### src/rtl/pwm_pkg.sv
// Shared constants and types for the multi-channel PWM block.
package pwm_pkg;

    // Counting mode of the shared time base.
    typedef enum logic {
        PWM_EDGE   = 1'b0,
        PWM_CENTER = 1'b1
    } pwm_mode_e;

    // Default widths and channel count.
    localparam int N_CH_DEF  = 4;
    localparam int CNT_W_DEF = 16;
    localparam int PSC_W_DEF = 16;

endpackage

### src/rtl/pwm_multi_if.sv
// Configuration and status bundle of pwm_multi.
// The controller (master) drives the settings and the PWM block (slave) returns its outputs.
interface pwm_multi_if
    import pwm_pkg::*;
#(
    parameter int N_CH  = N_CH_DEF,
    parameter int CNT_W = CNT_W_DEF,
    parameter int PSC_W = PSC_W_DEF
);
    logic                    enable;
    logic [PSC_W-1:0]        psc;
    logic [CNT_W-1:0]        top;
    logic                    center;
    logic [N_CH*CNT_W-1:0]   cr1;
    logic [N_CH*CNT_W-1:0]   cr2;
    logic                    load;
    logic [N_CH-1:0]         pwm;
    logic [CNT_W-1:0]        count;
    logic                    period_tick;
    logic                    pending;

    modport master (
        output enable, psc, top, center, cr1, cr2, load,
        input  pwm, count, period_tick, pending
    );

    modport slave (
        input  enable, psc, top, center, cr1, cr2, load,
        output pwm, count, period_tick, pending
    );
endinterface

### src/rtl/pwm_prescaler.sv
// Clock prescaler: produces one tick every psc+1 clocks while enabled.
// psc is used live; a counter left above a newly lowered psc wraps to 0 on the next clock.
module pwm_prescaler
    import pwm_pkg::*;
#(
    parameter int PSC_W = PSC_W_DEF
) (
    input  logic             clock,
    input  logic             reset,
    input  logic             enable,
    input  logic [PSC_W-1:0] psc,
    output logic             tick
);
    logic [PSC_W-1:0] psc_cnt_q, psc_cnt_d;

    // Next prescale count: increment, wrap at (or past) psc, clear when stopped.
    always_comb begin
        psc_cnt_d = psc_cnt_q + PSC_W'(1);
        if (!enable || (psc_cnt_q >= psc)) begin
            psc_cnt_d = '0;
        end
    end

    // Prescale counter register.
    always_ff @(posedge clock or negedge reset) begin
        if (!reset) begin
            psc_cnt_q <= '0;
        end else begin
            psc_cnt_q <= psc_cnt_d;
        end
    end

    assign tick = enable && (psc_cnt_q == psc);
endmodule

### src/rtl/pwm_multi.sv
// Multi-channel PWM with a shared prescaled time base (edge or center aligned)
// and double-buffered period/mode/compare settings applied at period boundaries.
module pwm_multi
    import pwm_pkg::*;
#(
    parameter int N_CH  = N_CH_DEF,
    parameter int CNT_W = CNT_W_DEF,
    parameter int PSC_W = PSC_W_DEF
) (
    input  logic       clock,
    input  logic       reset,
    pwm_multi_if.slave bus
);
    logic                        tick;
    logic                        boundary;
    logic                        apply;

    logic [CNT_W-1:0]            count_q, count_d;
    logic                        up_q, up_d;
    logic                        pending_q, pending_d;
    logic                        period_tick_q, period_tick_d;

    // Shadow (_s) and active (_a) copies of the buffered settings.
    logic [CNT_W-1:0]            top_s_q, top_s_d, top_a_q, top_a_d;
    pwm_mode_e                   mode_s_q, mode_s_d, mode_a_q, mode_a_d;
    logic [N_CH-1:0][CNT_W-1:0]  cr1_s_q, cr1_s_d, cr1_a_q, cr1_a_d;
    logic [N_CH-1:0][CNT_W-1:0]  cr2_s_q, cr2_s_d, cr2_a_q, cr2_a_d;

    logic [N_CH-1:0]             pwm_bits;

    pwm_prescaler #(.PSC_W(PSC_W)) u_psc (
        .clock  (clock),
        .reset  (reset),
        .enable (bus.enable),
        .psc    (bus.psc),
        .tick   (tick)
    );

    // Period boundary: edge mode ends at top, center mode at the down-to-up turn at 0.
    // A zero period makes every tick a boundary.
    always_comb begin
        boundary = 1'b0;
        if (tick) begin
            if (top_a_q == '0) begin
                boundary = 1'b1;
            end else if (mode_a_q == PWM_EDGE) begin
                boundary = (count_q == top_a_q);
            end else begin
                boundary = (count_q == '0) && !up_q;
            end
        end
        apply = boundary && pending_q;
    end

    // Shadow capture on load; active copy follows shadow while stopped, else updates at boundary.
    // A load coinciding with a boundary leaves the old shadow to be applied and stays pending.
    always_comb begin
        top_s_d   = top_s_q;
        mode_s_d  = mode_s_q;
        cr1_s_d   = cr1_s_q;
        cr2_s_d   = cr2_s_q;
        if (bus.load) begin
            top_s_d  = bus.top;
            mode_s_d = pwm_mode_e'(bus.center);
            cr1_s_d  = bus.cr1;
            cr2_s_d  = bus.cr2;
        end

        top_a_d   = top_a_q;
        mode_a_d  = mode_a_q;
        cr1_a_d   = cr1_a_q;
        cr2_a_d   = cr2_a_q;
        pending_d = pending_q;
        if (!bus.enable) begin
            top_a_d   = top_s_d;
            mode_a_d  = mode_s_d;
            cr1_a_d   = cr1_s_d;
            cr2_a_d   = cr2_s_d;
            pending_d = 1'b0;
        end else begin
            if (apply) begin
                top_a_d  = top_s_q;
                mode_a_d = mode_s_q;
                cr1_a_d  = cr1_s_q;
                cr2_a_d  = cr2_s_q;
            end
            if (bus.load) begin
                pending_d = 1'b1;
            end else if (apply) begin
                pending_d = 1'b0;
            end
        end
    end

    // Time base: the period restarts against the (possibly new) active settings.
    // Staying in center mode restarts at 1 so 0 is held only one tick; a mode switch restarts at 0.
    always_comb begin
        count_d = count_q;
        up_d    = up_q;
        if (!bus.enable) begin
            count_d = '0;
            up_d    = 1'b1;
        end else if (boundary) begin
            up_d    = 1'b1;
            count_d = '0;
            if ((top_a_d != '0) && (mode_a_d == PWM_CENTER) && (mode_a_d == mode_a_q)) begin
                count_d = CNT_W'(1);
            end
        end else if (tick) begin
            if (mode_a_q == PWM_EDGE) begin
                count_d = count_q + CNT_W'(1);
            end else if (up_q) begin
                if (count_q >= top_a_q) begin
                    count_d = count_q - CNT_W'(1);
                    up_d    = 1'b0;
                end else begin
                    count_d = count_q + CNT_W'(1);
                end
            end else begin
                count_d = count_q - CNT_W'(1);
            end
        end
        period_tick_d = boundary;
    end

    // Time base, shadow and active registers.
    always_ff @(posedge clock or negedge reset) begin
        if (!reset) begin
            count_q       <= '0;
            up_q          <= 1'b1;
            pending_q     <= 1'b0;
            period_tick_q <= 1'b0;
            top_s_q       <= '0;
            mode_s_q      <= PWM_EDGE;
            cr1_s_q       <= '0;
            cr2_s_q       <= '0;
            top_a_q       <= '0;
            mode_a_q      <= PWM_EDGE;
            cr1_a_q       <= '0;
            cr2_a_q       <= '0;
        end else begin
            count_q       <= count_d;
            up_q          <= up_d;
            pending_q     <= pending_d;
            period_tick_q <= period_tick_d;
            top_s_q       <= top_s_d;
            mode_s_q      <= mode_s_d;
            cr1_s_q       <= cr1_s_d;
            cr2_s_q       <= cr2_s_d;
            top_a_q       <= top_a_d;
            mode_a_q      <= mode_a_d;
            cr1_a_q       <= cr1_a_d;
            cr2_a_q       <= cr2_a_d;
        end
    end

    // Per-channel compare window and output flop; output trails count by one clock.
    for (genvar i = 0; i < N_CH; i++) begin : g_ch
        logic pwm_d, pwm_q;

        // Window test against the current count and active compares.
        always_comb begin
            pwm_d = bus.enable && (count_q >= cr1_a_q[i]) && (count_q < cr2_a_q[i]);
        end

        // Registered channel output.
        always_ff @(posedge clock or negedge reset) begin
            if (!reset) begin
                pwm_q <= 1'b0;
            end else begin
                pwm_q <= pwm_d;
            end
        end

        assign pwm_bits[i] = pwm_q;
    end

    assign bus.pwm         = pwm_bits;
    assign bus.count       = count_q;
    assign bus.period_tick = period_tick_q;
    assign bus.pending     = pending_q;
endmodule

### src/flat_wrapper.sv
// flat-port wrapper written by rule: the top's interface ports become plain ports
module pwm_multi_flat import pwm_pkg::*;
#(
    parameter int N_CH  = N_CH_DEF,
    parameter int CNT_W = CNT_W_DEF,
    parameter int PSC_W = PSC_W_DEF
)
  (clock, reset, bus_enable, bus_psc, bus_top, bus_center, bus_cr1, bus_cr2, bus_load, bus_pwm, bus_count, bus_period_tick, bus_pending);
  pwm_multi_if #(.N_CH(N_CH), .CNT_W(CNT_W), .PSC_W(PSC_W)) bus_i ();
  input  logic clock;
  input  logic reset;
  input wire logic [$bits(bus_i.enable)-1:0] bus_enable;
  input wire logic [$bits(bus_i.psc)-1:0] bus_psc;
  input wire logic [$bits(bus_i.top)-1:0] bus_top;
  input wire logic [$bits(bus_i.center)-1:0] bus_center;
  input wire logic [$bits(bus_i.cr1)-1:0] bus_cr1;
  input wire logic [$bits(bus_i.cr2)-1:0] bus_cr2;
  input wire logic [$bits(bus_i.load)-1:0] bus_load;
  output wire logic [$bits(bus_i.pwm)-1:0] bus_pwm;
  output wire logic [$bits(bus_i.count)-1:0] bus_count;
  output wire logic [$bits(bus_i.period_tick)-1:0] bus_period_tick;
  output wire logic [$bits(bus_i.pending)-1:0] bus_pending;
  assign bus_i.enable = bus_enable;
  assign bus_i.psc = bus_psc;
  assign bus_i.top = bus_top;
  assign bus_i.center = bus_center;
  assign bus_i.cr1 = bus_cr1;
  assign bus_i.cr2 = bus_cr2;
  assign bus_i.load = bus_load;
  assign bus_pwm = bus_i.pwm;
  assign bus_count = bus_i.count;
  assign bus_period_tick = bus_i.period_tick;
  assign bus_pending = bus_i.pending;
  pwm_multi #(.N_CH(N_CH), .CNT_W(CNT_W), .PSC_W(PSC_W)) u_core (.clock(clock), .reset(reset), .bus(bus_i));
endmodule
### config.mk
export PLATFORM = sky130hd
export DESIGN_NAME = pwm_multi_flat
export DESIGN_NICKNAME = d
export VERILOG_FILES = /design/src/rtl/pwm_pkg.sv /design/src/rtl/pwm_multi_if.sv /design/src/rtl/pwm_prescaler.sv /design/src/rtl/pwm_multi.sv /design/src/flat_wrapper.sv
export SDC_FILE = /design/constraint.sdc
export NUM_CORES = 1
export LEC_CHECK = 0
export CAP_MARGIN = 5
export CORE_ASPECT_RATIO = 0.75
export CORE_MARGIN = 5
export CORE_UTILIZATION = 33
export DETAILED_ROUTE_END_ITERATION = 10
export PLACE_DENSITY = 0.54
export SYNTH_ARGS = -nofsm -noshare
export SYNTH_HDL_FRONTEND = slang
export SYNTH_SLANG_ARGS = --single-unit
### constraint.sdc
create_clock -name clock -period 3.7 [get_ports clock]
set_input_delay 0.37 -clock clock [delete_from_list [all_inputs] [get_ports clock]]
set_output_delay 0.37 -clock clock [all_outputs]
set_load 0.005 [all_outputs]
Word-level counts from Yosys, hierarchy flattened

Index checks and enable logic that the tools add are counted.

Reduce and logical (&&, ||, !) cells: 20
Muxes and demuxes: 32
Equality and inequality tests: 7
Add/sub/neg operators: 3
Magnitude comparators: 10

Operators with widths:

| kind                                                   | count |
|---|---|
| 2-to-1 mux 64 bit                                      | 6 |
| 2-to-1 mux 16 bit                                      | 10 |
| greater-or-equal comparator 16 bit                     | 6 |
| < comparator 16 bit                                    | 4 |
| adder 16 x 1 -> 16 bit (second input constant)         | 2 |
| equality test 16 bit                                   | 2 |
| logical NOT 16 bit                                     | 2 |
| 2-to-1 mux 1 bit                                       | 16 |
| nonzero test 16 bit                                    | 1 |
| subtractor 16 x 1 -> 16 bit (second input constant)    | 1 |
| logical AND 1 bit                                      | 13 |
| inequality test 3 x 1 -> 1 bit (second input constant) | 3 |
| logical NOT 1 bit                                      | 2 |
| inequality test 2 x 1 -> 1 bit (second input constant) | 1 |
| AND reduction 2 bit                                    | 1 |
| equality test 1 bit                                    | 1 |
| logical OR 1 bit                                       | 1 |

Input bits: 165
Output and inout port bits: 22
Register bits after elaboration: 329
Word-level logic and storage cells: 101

Longest topological paths before layout

Depth in word-level cells: 14
Mapped depth: 13
Gate-level depth less buffers: 11

Modules after synthesis

From an unflattened synthesis, not the netlist that was laid out.

Cells, all modules: 1864
Area, all modules: 18094.9 sq um

By module, submodules not included:

| module        | cells an instance | seq. area each (sq um) | instances | area an instance (sq um) |
|---|---|---|---|---|
| pwm_multi     | 1728              | 7833.8                 | 1         | 16794.9 |
| pwm_prescaler | 136               | 400.4                  | 1         | 1300.0 |

Worst setup path before layout

OpenSTA, ideal clock, no wires.

Path type: reg2reg
From: register u_core.count_q[0] (netlist: u_core.bus.count[0])
To: register u_core.count_q[12] (netlist: u_core.bus.count[12])
Buffers on the path: 0
Arrival time: 2.875 ns
Required time: 3.579 ns
Stages on the path, launching flop included: 12
Setup slack: 0.704 ns
Clock period less this slack: 2.996 ns
Library setup time: 0.121 ns
Cell sequence: dfrtp_1 inv_1 ha_1 nand2b_1 a21o_1 a21o_1 a21o_1 a21o_1 o21ai_1 mux2i_1 o21ai_0 a22o_1

Cells in the longest elaborated chain, start to end: 7
Elaborated cells on any way between the ends: 16
Classes of those cells: add/sub: 2; order compare: 1; eq/ne: 2; mux: 9; reduce/logical: 2

RTL lines:

| what                                                   | RTL line                           | source |
|---|---|---|
| from (decl)                                            | pwm_multi.sv:18                    | `logic [CNT_W-1:0] count_q, count_d;` |
| from (signal assigned)                                 | pwm_multi.sv:142                   | `count_q <= count_d;` |
| adder 16 x 1 -> 16 bit (tied with other cells)         | pwm_multi.sv:111, pwm_multi.sv:117 |  |
| 2-to-1 mux 16 bit or logical AND 1 bit (tied branches) | pwm_multi.sv:113, pwm_multi.sv:49  |  |
| 2-to-1 mux 16 bit or 2-to-1 mux 1 bit (tied branches)  | pwm_multi.sv:112, pwm_multi.sv:46  |  |
| 2-to-1 mux 16 bit or 2-to-1 mux 1 bit (tied branches)  | pwm_multi.sv:110, pwm_multi.sv:44  |  |
| 2-to-1 mux 16 bit or 2-to-1 mux 1 bit (tied branches)  | pwm_multi.sv:109, pwm_multi.sv:43  |  |
| 2-to-1 mux 16 bit                                      | pwm_multi.sv:103                   | `end else if (boundary) begin` |
| 2-to-1 mux 16 bit                                      | pwm_multi.sv:100                   | `if (!bus.enable) begin` |

Several ways; a longest one is shown, not always the timed one. The select of a mux whose other input is x is not followed.
A chain may end at the register's enable or synchronous reset.

Final worst setup path

From: register u_core.count_q[2] (netlist: u_core.bus.count[2])
To: register u_core.count_q[0] (netlist: u_core.bus.count[0])

Cells in the longest elaborated chain, start to end: 14
Elaborated cells on any way between the ends: 24
Classes of those cells: order compare: 1; eq/ne: 3; mux: 14; reduce/logical: 6

RTL lines:

| what                               | RTL line         | source |
|---|---|---|
| logical NOT 16 bit                 | pwm_multi.sv:49  | `boundary = (count_q == '0) && !up_q;` |
| logical AND 1 bit                  | pwm_multi.sv:49  |  |
| 2-to-1 mux 1 bit (*)               | pwm_multi.sv:46  | `end else if (mode_a_q == PWM_EDGE) begin` |
| 2-to-1 mux 1 bit (*)               | pwm_multi.sv:44  | `if (top_a_q == '0) begin` |
| 2-to-1 mux 1 bit (*)               | pwm_multi.sv:43  | `if (tick) begin` |
| logical AND 1 bit (*)              | pwm_multi.sv:52  | `apply = boundary && pending_q;` |
| 2-to-1 mux 16 bit (*)              | pwm_multi.sv:81  | `if (apply) begin` |
| 2-to-1 mux 16 bit (*)              | pwm_multi.sv:74  | `if (!bus.enable) begin` |
| net u_core.top_a_d[5]              | pwm_multi.sv:24  | `logic [CNT_W-1:0] top_s_q, top_s_d, top_a_q, top_a_d;` |
| nonzero test 16 bit (*)            | pwm_multi.sv:106 | `if ((top_a_d != '0) && (mode_a_d == PWM_CENTER) && (mode_a_d == mode_a_q)) begin` |
| logical AND 1 bit (*) (2 in a row) | pwm_multi.sv:106 |  |
| 2-to-1 mux 1 bit (*)               | pwm_multi.sv:106 |  |
| 2-to-1 mux 16 bit (*)              | pwm_multi.sv:103 |  |
| 2-to-1 mux 16 bit (*)              | pwm_multi.sv:100 |  |

Mark *: on every way through the listed nets, which the timed path passes. The rest lies on a longest branch. The select of a mux whose other input is x is not followed.

==> results.sh <==
export IMPL_outcome="finished clean"
export IMPL_cts_buffers=39
export IMPL_netlist_cell_type_count=56
export IMPL_ys_seq_area_frac=0.458
export IMPL_finalSetupTns_ns=0
export IMPL_hp_class="input pin to flop"
export IMPL_grt_pass1_vias=14253
export IMPL_h_tree_depth=2
export IMPL_io_buffers=186
export IMPL_grt_pass1_wl_um=81700
export IMPL_synth_area_mux_share=0.102
export IMPL_synth_ff_type="dfrtp_1"
export IMPL_fmax_mhz=296
export IMPL_cp_data_required_time_ns=4.14
export IMPL_synth_fa_ha_area_frac=0.111
export IMPL_synth_top_family_by_area="simple AND/OR/NAND/NOR gates"
export IMPL_synth_nets=2170
export IMPL_area_delta_synth_final_pct=22.7
export IMPL_clockBufferDepth=3
export IMPL_synth_edf_count=0
export IMPL_ant_nets=0
export IMPL_antenna_found_initial=3
export IMPL_start_util=0.332
export IMPL_insertion_delay_ns=0.55
export IMPL_path_class="flop to flop"
export IMPL_p_leak_nw=11.1
export IMPL_synth_compound_area_frac=0.122
export IMPL_clk_pin_slew_ns=0.06
export IMPL_ctsResizeCount=0
export IMPL_finalHoldViolCount=0
export IMPL_ys_ff_latch=329
export IMPL_synthCells=1845
export IMPL_period_share=0.914
export IMPL_ir_drop_mv=0.233
export IMPL_worstMarginPinSlew_ns=1.25
export IMPL_syn_avg_cell_area_um2=9.74
export IMPL_clock_root_buffer="clkbuf_16"
export IMPL_synth_xor_area_share=0.00731
export IMPL_viasPerCell=5.07
export IMPL_fin_skew_ns=0.0235
export IMPL_wl_per_cell_um=18.9
export IMPL_arrival_ns=3.82
export IMPL_routabilityCongestion=0.838
export IMPL_maxSlewViolCount=0
export IMPL_dieArea_um2=59300
export IMPL_track_usage=0.175
export IMPL_dr_pass1_iters=5
export IMPL_layout_drive_gt1_share=0.127
export IMPL_cts_tree="done"
export IMPL_io_pins=187
export IMPL_vias=14074
export IMPL_mappedNetlistArea_um2=18000
export IMPL_drcViolationCount=0
export IMPL_cp_start_kind="flop"
export IMPL_ff2ff_path_depth=11
export IMPL_die_w_um=279
export IMPL_wl_um=52300
export IMPL_rsz0062_at_grt="false"
export IMPL_coreArea_um2=54200
export IMPL_grt_overflow_total=0
export IMPL_grt_max_degree=101
export IMPL_setup_viol=0
export IMPL_total_power_mw=9.28
export IMPL_path_max_fanout=18
export IMPL_dp_hpwl_um=34200
export IMPL_p_per_area_nw_per_um2=421
export IMPL_drt_iter0_drc=918
export IMPL_synth_simple_gate_area_share=0.141
export IMPL_endpoint_kind="flop"
export IMPL_nNetsFinal=2348
export IMPL_num_rows=74
export IMPL_yosysWarnings=0
export IMPL_die_y_um=212
export IMPL_period_minus_slack_ns=3.38
export IMPL_hold_depth=2
export IMPL_clock_sinks=329
export IMPL_synth_async_reset_ratio=1.00
export IMPL_slew_headroom=0.167
export IMPL_cap_violations=0
export IMPL_fillers=5293
-- synth_stat cells (6+ instances only) --
master    number  share of area
xnor2_1       11         0.0054
a21o_1        79          0.033
nand3_1       19         0.0053
nand4_1       24         0.0084
a31oi_1      137          0.048
buf_4         10         0.0042
and4_1         6         0.0029
nand2_1      280          0.058
a21oi_1       48          0.013
clkbuf_1      73          0.015
ha_1         160           0.11
mux2i_1       20          0.011
nand2b_1      13         0.0045
and3_1         7         0.0024
a211oi_1      11         0.0046
dfrtp_1      328           0.46
nor2_1       175          0.037
inv_1        170          0.036
o21ai_0       23         0.0064
buf_2          6         0.0017
nor2b_1        6         0.0021
nor4_1        26         0.0091
mux2_2       145          0.091
-- layout by cell type (no fill, tap or decap), types with 3 or more instances in the layout --
cell type	n
xnor2_1	11
o21ai_0	23
inv_1	170
nor3_1	5
ha_1	160
clkbuf_16	39
a21oi_1	48
mux2_2	145
a211oi_1	11
o21a_1	5
and4_1	6
clkdlybuf4s50_1	183
clkinvlp_4	3
clkbuf_8	9
nand2_1	279
nand2b_1	13
clkbuf_1	8
nor4_1	26
a22o_1	3
or4_1	5
nand3_1	19
o211ai_1	5
nand4_1	24
a211o_1	5
nor2b_1	6
dfrtp_1	328
a2111oi_0	3
clkinv_2	5
a31oi_1	137
mux2i_1	20
and3_1	6
nor2_1	175
xor2_1	4
a21o_1	79
or3_1	5
bufinv_16	3
buf_12	7
buf_4	34
-- worst max-delay path: stages, from the launching register on --
cell and delay [ns]:
dfrtp_1 0.35, buf_4 0.36, ha_1 0.31, nand2_1 0.08
nor3_1 0.07, o2bb2ai_4 0.17, o211ai_4 0.67, mux2i_1 0.26
a21oi_1 0.11, nor4_1 0.37, nand4_1 0.24, a41o_1 0.29
-- routing by layer --
layer  up-vias  GRT usage  wire, um
li1       6747          -         -
met5         -          0        12
met2       309      0.269     22300
met4         2     0.0414      1100
met3        69     0.0285      2460
met1      6947      0.260     26500
-- where the power goes --
part	switching [mW]	internal, mW	total (mW)
Combinational	0.616	0.597	1.21
Clock	1.57	2.33	3.91
Sequential	0.206	3.96	4.16
-- final timing paths --
| check | start | end | slack (ns) |
|---|---|---|---|
| min in group asynchronous | reset | u_core.u_psc.psc_cnt_q[3] | 0.43 |
| max reg2reg | u_core.bus.count[2] | u_core.bus.count[0] | 0.32 |
| min | bus_enable | u_core.up_q | 0.16 |
| max in group asynchronous | reset | u_core.cr1_s_q[54] | 2.16 |
| max | u_core.bus.count[2] | u_core.bus.count[0] | 0.32 |
| min reg2reg | u_core.cr1_s_q[22] | u_core.cr1_s_q[22] | 0.52 |
-- kinds of logic (layout without fill, tap and decap cells) --
logic type / count (synthesis) / after routing
other: 0 / 1
buffers and inverters: 261 / 467
muxes: 165 / 165
AOI/OAI and AO/OA: 331 / 331
and+or+nand+nor: 584 / 584
xor gates and xnor gates: 15 / 15
DFF: 329 / 329
adders and majority gates: 160 / 160
-- layout make-up --
type	instances	area, um^2	area share
multi-input cells	1255	8710	0.395
flip-flops and latches	329	8230	0.373
repair buffers	228	2280	0.103
clock buffers	56	1130	0.0512
well taps	722	903	0.0410
inverters	170	638	0.0289
clock inverters	13	155	0.00704
diodes	1	2.50	0.000113
-- flip-flops by register name (all words and copies together), names as in the netlist, 4 cells and up --
signal / flops
u_core.cr1_a_q: 64
u_core.cr1_s_q: 64
u_core.cr2_a_q: 64
u_core.cr2_s_q: 64
u_core.bus.count: 16
u_core.top_a_q: 16
u_core.top_s_q: 16
u_core.u_psc.psc_cnt_q: 16
u_core.g_ch.pwm_q: 4
-- stage by stage --
step                area, um^2  setup slack, ns  utilization  std cells  hold WS [ns]
finish                   22000            0.319        0.407       2774         0.158
global route             22000            0.149        0.407       2773         0.153
CTS                      22000            0.335        0.407       2773         0.125
detailed placement       20800            0.165        0.383       2703         0.471
global placement         20800            0.214        0.383       2703         0.470
floorplan                18000            0.704            -       1845        0.0744
-- what timing repair did --
action / in CTS / in global routing
setup buffers: 0 / 0
hold buffers: 1 / 0
setup endpoints to repair: 0 / 0
endpoints found under the hold margin: 95 / 0
Power figures use the tool's default switching activity.
==> edit, RTL diff (config.mk and constraints unchanged) <==
Set the package constant `CNT_W_DEF` to 32 (it was 16).
--- a/src/rtl/pwm_pkg.sv
+++ b/src/rtl/pwm_pkg.sv
@@ -9,7 +9,7 @@
 
     // Default widths and channel count.
     localparam int N_CH_DEF  = 4;
-    localparam int CNT_W_DEF = 16;
+    localparam int CNT_W_DEF = 32;
     localparam int PSC_W_DEF = 16;
 
 endpackage
Interface: changed (resized bus_count, bus_cr1, bus_cr2 and bus_top); port bits go from 187 to 347. The function was not compared with the original's and may differ.
==> edit against the unedited design <==
Area after synthesis increased by 90%; utilization increased by 0.41 points; first-iteration DRC count increased by 130%; total power increased by 95%; sequential power increased by 94%; fmax decreased by 3.6%; wire length increased by 120%; cell area increased by 92%; worst setup slack got worse by 0.13 ns; clock power increased by 94%; hold slack improved by 0.089 ns; sequential cell count increased by 304; highest routed layer unchanged.
==> edit: results (changes against the unedited design) <==
| Metric | Value |
|---|---|
| Outcome | `completed` |
| Post-synth ARST share | `100% (unchanged)` |
| GPL Wtd Cong | `0.838 (unchanged)` |
| Vias in the first global route | `25349 (+78%)` |
| Leakage | `20.1 nW (+81%)` |
| Switching share of power | `26.2% (+0.43 points)` |
| GRT met2 Usage | `30.3% (+3.3 points)` |
| R2R cell count | `9 (-2)` |
| Top delay family on crit path | `simple AND/OR/NAND/NOR gates` |
| Post-CTS Resized | `0 (unchanged)` |
| Post-Syn Nets | `3767 (+74%)` |
| Synth area leaders | `dfrtp_1 46%, ha_1 11%, mux2_2 9.6%` |
| Largest net degree at the start of global routing | `153 (+51%)` |
| Peak VDD IR | `0.297 mV (+27%)` |
| # H-tree levels | `3 (+1)` |
| Detailed Place HPWL | `78000 um (+130%)` |
| Initial DRC count | `2120 (+130%)` |
| Hold Path Class | `in -> reg` |
| Layout cells sized above 1 | `15.8% (+3.1 points)` |
| Ys Warns | `0 (unchanged)` |
| Synthesized netlist cell count | `3154 (+71%)` |
| Pre-CTS setup slack | `-0.0154 ns (-0.180 ns)` |
| FMAX | `285 MHz (-3.6%)` |
| Final number of setup-violating endpoints | `0 (unchanged)` |
| Most frequent cells after synthesis | `632 x dfrtp_1, 316 x inv_1, 304 x ha_1, 290 x mux2_2, 226 x and2_1` |
| CP max-delay cell | `a2111oi_1` |
| 1st-pass router iterations | `6 (+1)` |
| Hold_buf cts | `1 (unchanged)` |
| WP data arrival | `3.98 ns (+0.16 ns)` |
| Slew at the pin closest to its max-slew limit | `1.12 ns (-0.124 ns)` |
| Yosys cell types | `71 (+27%)` |
| CP Max Fanout | `10 (-8)` |
| Total global-route track usage | `20.6% (+3.1 points)` |
| R2R Setup Slk | `0.19 ns (-0.13 ns)` |
| Post-DP Area | `39900 um^2 (+92%)` |
| HP Start | `bus_load` |
| Met3 Use GR | `4.65% (+1.8 points)` |
| Seq. cell area | `15900 um^2 (+93%)` |
| Hold EP | `u_core.top_s_q[25]` |
| R2R Path Start | `u_core.bus.count[17]` |
| Postcts setup bufs | `0 (unchanged)` |
| Dpl cells | `4806 (+78%)` |
| Fillcell total | `9815 (+85%)` |
| Nets | `4143 (+76%)` |
| Seq/Total Area, Yosys | `46.3% (+0.52 points)` |
| Drt wl/cell | `23.4 um (+24%)` |
| Initial antenna violation count | `14 (+11)` |
| Post-Route Skew | `0.0191 ns (-0.00438 ns)` |
| Total number of vias | `25834 (+84%)` |
| Total CTS buffers | `73 (+87%)` |
| Met1 Resource Use GR | `30.9% (+4.9 points)` |
| Min Hold Slack | `0.246 ns (+0.0886 ns)` |
| Number of buffers added on ports | `346 (+86%)` |
| Critical path's largest stage delay | `0.59 ns (-0.08 ns)` |
| Layout Cells excl Fill | `4940 (+78%)` |
| First-pass GRT wire length | `171000 um (+110%)` |
| Clock latency on the worst-skew pair | `0.63 ns (+0.08 ns)` |
edit: cell count changes after synthesis, sizes merged, moves of 144 or more:
cell / delta
a221o: +225
and2: +224
dfrtp: +304
ha: +144
inv: +146
mux2: +145
edit: per-stage QoR:
stage	utilization, %	TNS, ns
after floorplan	-	0
after global placement	38.7	-0.0898
after detailed placement	38.7	-0.0154
after CTS	41.1	0
after global routing	41.1	0
final	41.1	0
edit: how the worst max path moves through the flow:
stage / from / to
2_1_floorplan: u_core.bus.count[24] / u_core.bus.count[0]
3_3_place_gp: bus_psc[2] / u_core.bus.count[0]
3_5_place_dp: bus_psc[2] / u_core.bus.count[0]
4_1_cts: u_core.bus.count[17] / u_core.bus.count[0]
5_1_grt: u_core.bus.count[11] / u_core.bus.count[0]
6_report: u_core.bus.count[17] / u_core.bus.count[0]
edit: cell type report:
class                   instances  area share, %
well taps                    1352           3.99
inverters                     317           2.82
clock buffers                 104           5.14
multi-input cells            2049           39.0
flip-flops and latches        633           37.5
repair buffers                456           10.9
clock inverters                25          0.659
diodes                          4         0.0236
edit: kinds of logic after synthesis:
family	synth area share, %
simple gates	12.3
compound gates	14.6
flops	46.3
buf+inv	5.46
fa+ha+maj	11.1
mux	9.79
xor+xnor	0.384
edit: metal layers:
metal / part of all wire (%) / vias up
li1: - / 12171
met1: 49 / 12742
met2: 42 / 786
met3: 7.2 / 131
met4: 1.9 / 4
met5: 0.023 / -
edit: power groups by stage:
stage / combinational [W] / clock [W] / sequential (W)
6_report: 0.00249 / 0.00758 / 0.00808
5_1_grt: 0.00280 / 0.00803 / 0.00816
4_1_cts: 0.00252 / 0.00778 / 0.00807
3_5_place_dp: 0.00251 / 0 / 0.00818
3_3_place_gp: 0.00248 / 0 / 0.00818
2_1_floorplan: 0.00155 / 0 / 0.00803
